--- src/rtl/branch_ctrl_pkg.sv ---
// Shared definitions for the branch resolution controller: condition codes,
// flag bit positions and FSM state encoding.
package branch_ctrl_pkg;

    localparam logic [2:0] COND_EQ = 3'd0;
    localparam logic [2:0] COND_NE = 3'd1;
    localparam logic [2:0] COND_GT = 3'd2;
    localparam logic [2:0] COND_LT = 3'd3;
    localparam logic [2:0] COND_GE = 3'd4;
    localparam logic [2:0] COND_LE = 3'd5;
    localparam logic [2:0] COND_VS = 3'd6;
    localparam logic [2:0] COND_AL = 3'd7;

    localparam int FLAG_Z = 2;
    localparam int FLAG_V = 1;
    localparam int FLAG_N = 0;

    typedef enum logic [1:0] {
        ST_IDLE  = 2'd0,
        ST_HAZ   = 2'd1,
        ST_REDIR = 2'd2
    } state_t;

endpackage

--- src/rtl/branch_cond_eval.sv ---
// Combinational branch condition evaluation: condition code + {Z,V,N} -> taken.
module branch_cond_eval
    import branch_ctrl_pkg::*;
(
    input  logic [2:0] cond,
    input  logic [2:0] flags,
    output logic       taken
);

    always_comb begin
        taken = 1'b0;
        case (cond)
            COND_EQ: taken = flags[FLAG_Z];
            COND_NE: taken = !flags[FLAG_Z];
            COND_GT: taken = !flags[FLAG_Z] && !flags[FLAG_N];
            COND_LT: taken = flags[FLAG_N];
            COND_GE: taken = flags[FLAG_Z] || !flags[FLAG_N];
            COND_LE: taken = flags[FLAG_Z] || flags[FLAG_N];
            COND_VS: taken = flags[FLAG_V];
            COND_AL: taken = 1'b1;
            default: taken = 1'b0;
        endcase
    end

endmodule

--- src/rtl/branch_ctrl.sv ---
// Branch resolution controller: flag register, flag-hazard stall, PC redirect
// and IF/ID flush. Define FLAG_FWD_EN to forward EX flags instead of stalling.
module branch_ctrl
    import branch_ctrl_pkg::*;
#(
    parameter int ADDR_W = 32
) (
    input  logic              clk,
    input  logic              rst,
    input  logic              hold,
    input  logic              ex_flag_we,
    input  logic [2:0]        ex_flags,
    input  logic              id_bran,
    input  logic [2:0]        id_cond,
    input  logic [ADDR_W-1:0] id_target,
    output logic              stall,
    output logic              pc_sel,
    output logic [ADDR_W-1:0] pc_target,
    output logic              if_id_flush,
    output logic [2:0]        flags_q
);

    state_t     state_q;
    state_t     state_d;
    logic [2:0] eff_flags;
    logic       hazard;
    logic       taken;

`ifdef FLAG_FWD_EN
    assign eff_flags = ex_flag_we ? ex_flags : flags_q;
    assign hazard    = 1'b0;
`else
    // In HAZ the EX result has already landed in flags_q, so no bypass is needed.
    assign eff_flags = flags_q;
    assign hazard    = ex_flag_we;
`endif

    branch_cond_eval u_cond_eval (
        .cond  (id_cond),
        .flags (eff_flags),
        .taken (taken)
    );

    always_ff @(posedge clk) begin
        if (rst) begin
            state_q <= ST_IDLE;
            flags_q <= 3'b000;
        end else if (!hold) begin
            state_q <= state_d;
            if (ex_flag_we) begin
                flags_q <= ex_flags;
            end
        end
    end

    always_comb begin
        state_d     = state_q;
        stall       = 1'b0;
        pc_sel      = 1'b0;
        if_id_flush = 1'b0;
        case (state_q)
            ST_IDLE: begin
                if (id_bran) begin
                    if (hazard) begin
                        stall   = 1'b1;
                        state_d = ST_HAZ;
                    end else if (taken) begin
                        pc_sel      = 1'b1;
                        if_id_flush = 1'b1;
                        state_d     = ST_REDIR;
                    end
                end
            end
            ST_HAZ: begin
                if (taken) begin
                    pc_sel      = 1'b1;
                    if_id_flush = 1'b1;
                    state_d     = ST_REDIR;
                end else begin
                    state_d = ST_IDLE;
                end
            end
            ST_REDIR: state_d = ST_IDLE;
            default:  state_d = ST_IDLE;
        endcase
        // Reset abandons any branch in flight; a freeze must not leak control pulses.
        if (rst || hold) begin
            stall       = 1'b0;
            pc_sel      = 1'b0;
            if_id_flush = 1'b0;
        end
    end

    assign pc_target = pc_sel ? id_target : '0;

endmodule

--- config.mk ---
export PLATFORM = sky130hd
export DESIGN_NAME = branch_ctrl
export DESIGN_NICKNAME = d
export VERILOG_FILES = /design/src/rtl/branch_ctrl_pkg.sv /design/src/rtl/branch_cond_eval.sv /design/src/rtl/branch_ctrl.sv
export SDC_FILE = /design/constraint.sdc
export NUM_CORES = 1
export LEC_CHECK = 0
export BUFFER_PORTS_ARGS = -buffer_cell sky130_fd_sc_hd__buf_2
export CAP_MARGIN = 0
export CORE_UTILIZATION = 29
export CTS_CLUSTER_DIAMETER = 100
export DETAILED_ROUTE_END_ITERATION = 12
export GPL_TIMING_DRIVEN = 0
export PLACE_DENSITY = 0.77
export SYNTH_ARGS = -nofsm -noshare
export SYNTH_HDL_FRONTEND = slang
export SYNTH_HIERARCHICAL = 1
export SYNTH_SLANG_ARGS = --single-unit
--- constraint.sdc ---
create_clock -name clk -period 1.9 [get_ports clk]
set_input_delay 0 -clock clk [delete_from_list [all_inputs] [get_ports clk]]
set_output_delay 0 -clock clk [all_outputs]
set_load 0.01 [all_outputs]
==> flow_metrics.tcl <==
set metrics [dict create \
    clk_latency_ps 240 \
    min_path_type "input port to register" \
    arrival_ps 1910 \
    ys_ff_latch 5 \
    yosysTopAreaCellShare 0.232 \
    cts_tree "done" \
    worstSetupPathType "register to primary output" \
    area_delta_synth_final_pct 90.3 \
    synth_area_leaders "and2_1 23%, dfxtp_1 19%, and2_2 17%, buf_6 6.3%, mux2i_1 5.6%" \
    dieArea_um2 2040 \
    yosysUniqueCellTypes 23 \
    tightest_slew_ps 325 \
    violations "setup timing" \
    cp-start-kind "register" \
    grt_pass1_vias 567 \
    num_rows 15 \
    route.met2.wl_mm 1.05 \
    holdPathStages 3 \
    grt_first_pass_wirelength_mm 2.33 \
    hold_viol_final 0 \
    end_kind "primary output" \
    num_vias 757 \
    grt_start_max_net_pins 12 \
    maxUsedRoutingLayer "met4" \
    cts_buffer_depth 2 \
    final_util 0.594 \
    avgSynthCellArea_um2 8.17 \
    place_inst 171 \
    finalSetupViolCount 1 \
    post_drt_wl_per_cell_um 10.5 \
    drive_gt1_frac 0.673 \
    antenna_cells 0 \
    grt-ovfl-total 0 \
    timing.fmax_mhz 524 \
    cellLeakagePower_uw 0.000639 \
    ys_warn_count 6 \
    crit_required_ps 1900 \
    ios 81 \
    ant_nets 0 \
    die_w_um 45.1 \
    pre_cts_ws_ps 200 \
    initialDrtViolationCount 4 \
    design.core.area_um2 1730 \
    nets 197 \
    viasPerCell 4.25 \
    report.final.slew_viol_count 0 \
    hold_slack_ps 6.16 \
    finalPower_uw 359 \
    dpl.hpwl_mm 1.55 \
    gp_congestion 0.708 \
    io_buffers 80 \
    antenna_found_initial 0 \
    wl_met1_um 640 \
    synth.cell_area_um2 539 \
    ys_seq_area_frac 0.186 \
    clock_skew_ps 3.05 \
    path_clk_slew_ps 40 \
    fin_crit_sh 1.00 \
    start_util 0.312 \
    period_minus_slack_ps 1910 \
    powerDensity_nw_per_um2 350 \
    rsz0062_at_grt "yes" \
    cts.sinks 5 \
    chipHeight_um 45.1 \
    cts-root-buf "clkbuf_4" \
    status "finished, violations left" \
    fin_cells 178 \
    dr_wl_met3_um 157 \
    grt_use_total 0.157 \
    syn_inst 66 \
    crit_fanout 11 \
    cts_buffers 3 \
    vdd_ir_drop_max_mv 0.370 \
    relSlewSlack 0.783 \
    fin_ws_ps -8.89 \
    worst_r2r_path_depth 5 \
    drt-pass1-iter-count 3 \
    drc_errors 0 \
    maxCapViolCount 0 \
    synth_top_area_cell "and2_1" \
    syn_nets 109 \
    routed_wl_mm 1.87 \
    htree_levels 1 \
]
==> cell families (layout without fill, tap and decap cells) <==
family / count (synthesis) / after routing / share of synthesized area
flops: 5 / 5 / 0.186
buf+inv: 5 / 92 / 0.0835
compound gates: 7 / 7 / 0.118
mux: 3 / 3 / 0.0557
xor+xnor: 1 / 1 / 0.0162
simple gates: 45 / 45 / 0.541
==> area by class of cell <==
| type | count | area [um^2] |
|---|---|---|
| clock buffers | 4 | 26.3 |
| plain buffers | 4 | 41.3 |
| inverters | 1 | 3.75 |
| fillers | 175 | 701 |
| repair buffers | 83 | 428 |
| well taps | 25 | 31.3 |
| flip-flops and latches | 5 | 101 |
| multi-input cells | 56 | 394 |
==> placed cells by master (no fill, tap or decap), drive strengths merged, types with 2 or more instances in the layout <==
master,count
dlygate4sd3,2
and2,32
clkbuf,4
dfxtp,5
nor2,5
nor2b,2
mux2i,3
buf,85
==> state kept, by name, summed over array words and instances, names as in the netlist <==
register and cells:
state_q 2, flags_q 3
==> metrics by stage <==
| step | TNS (ps) | instance area [um^2] |
|---|---|---|
| floorplan | 0 | 539 |
| finish | -8.89 | 1030 |
| detailed placement | 0 | 971 |
| global placement | 0 | 971 |
| CTS | -49.2 | 1030 |
| global route | -3160 | 1030 |
==> final timing paths <==
check / from / slack [ps] / to
setup / recovery: flags_q[2] / -9 / pc_target[27]
hold reg to reg: state_q[1] / 490 / state_q[1]
setup reg to reg: flags_q[0] / 280 / state_q[1]
hold / removal: ex_flags[1] / 6 / flags_q[1]
==> critical path, stage by stage (launching register included) <==
cell	delay (ps)
dfxtp_2	340
or3_1	360
a2bb2oi_2	120
o211a_1	160
o2111a_2	270
buf_6	150
and2_2	140
buf_2	120
==> power by group <==
group,switching (uW),internal [uW],leakage (uW)
clock,43.9,79.4,0.0000150
combinational,48.6,72.1,0.000583
sequential,4.78,110,0.0000413
==> synthesized netlist by cell type <==
library cell,number
nor2_1,5
nand4b_1,1
mux2i_1,3
buf_6,3
dfxtp_1,5
a2bb2oi_2,1
nor2b_1,2
nor3b_1,1
a31o_1,1
o21ai_0,1
a21boi_0,1
and2_2,12
or3_1,1
and2_1,20
o2111a_2,1
nor4b_1,1
o211a_1,1
inv_1,1
or4b_1,1
nand2_1,1
buf_4,1
xor2_1,1
a21oi_1,1
==> layer usage <==
metal | up-vias | GRT usage
met5 | - | 0
met4 | 0 | 0.0364
met3 | 3 | 0.0520
met2 | 37 | 0.316
met1 | 326 | 0.149
li1 | 391 | -
==> timing repair <==
item,in CTS,in global routing
hold endpoints to repair,4,0
resized for setup,1,0
endpoints found under the setup margin,29,32
buffers inserted,1,0
hold buffers,2,0
No activity file was read; power rests on OpenSTA's default activity.
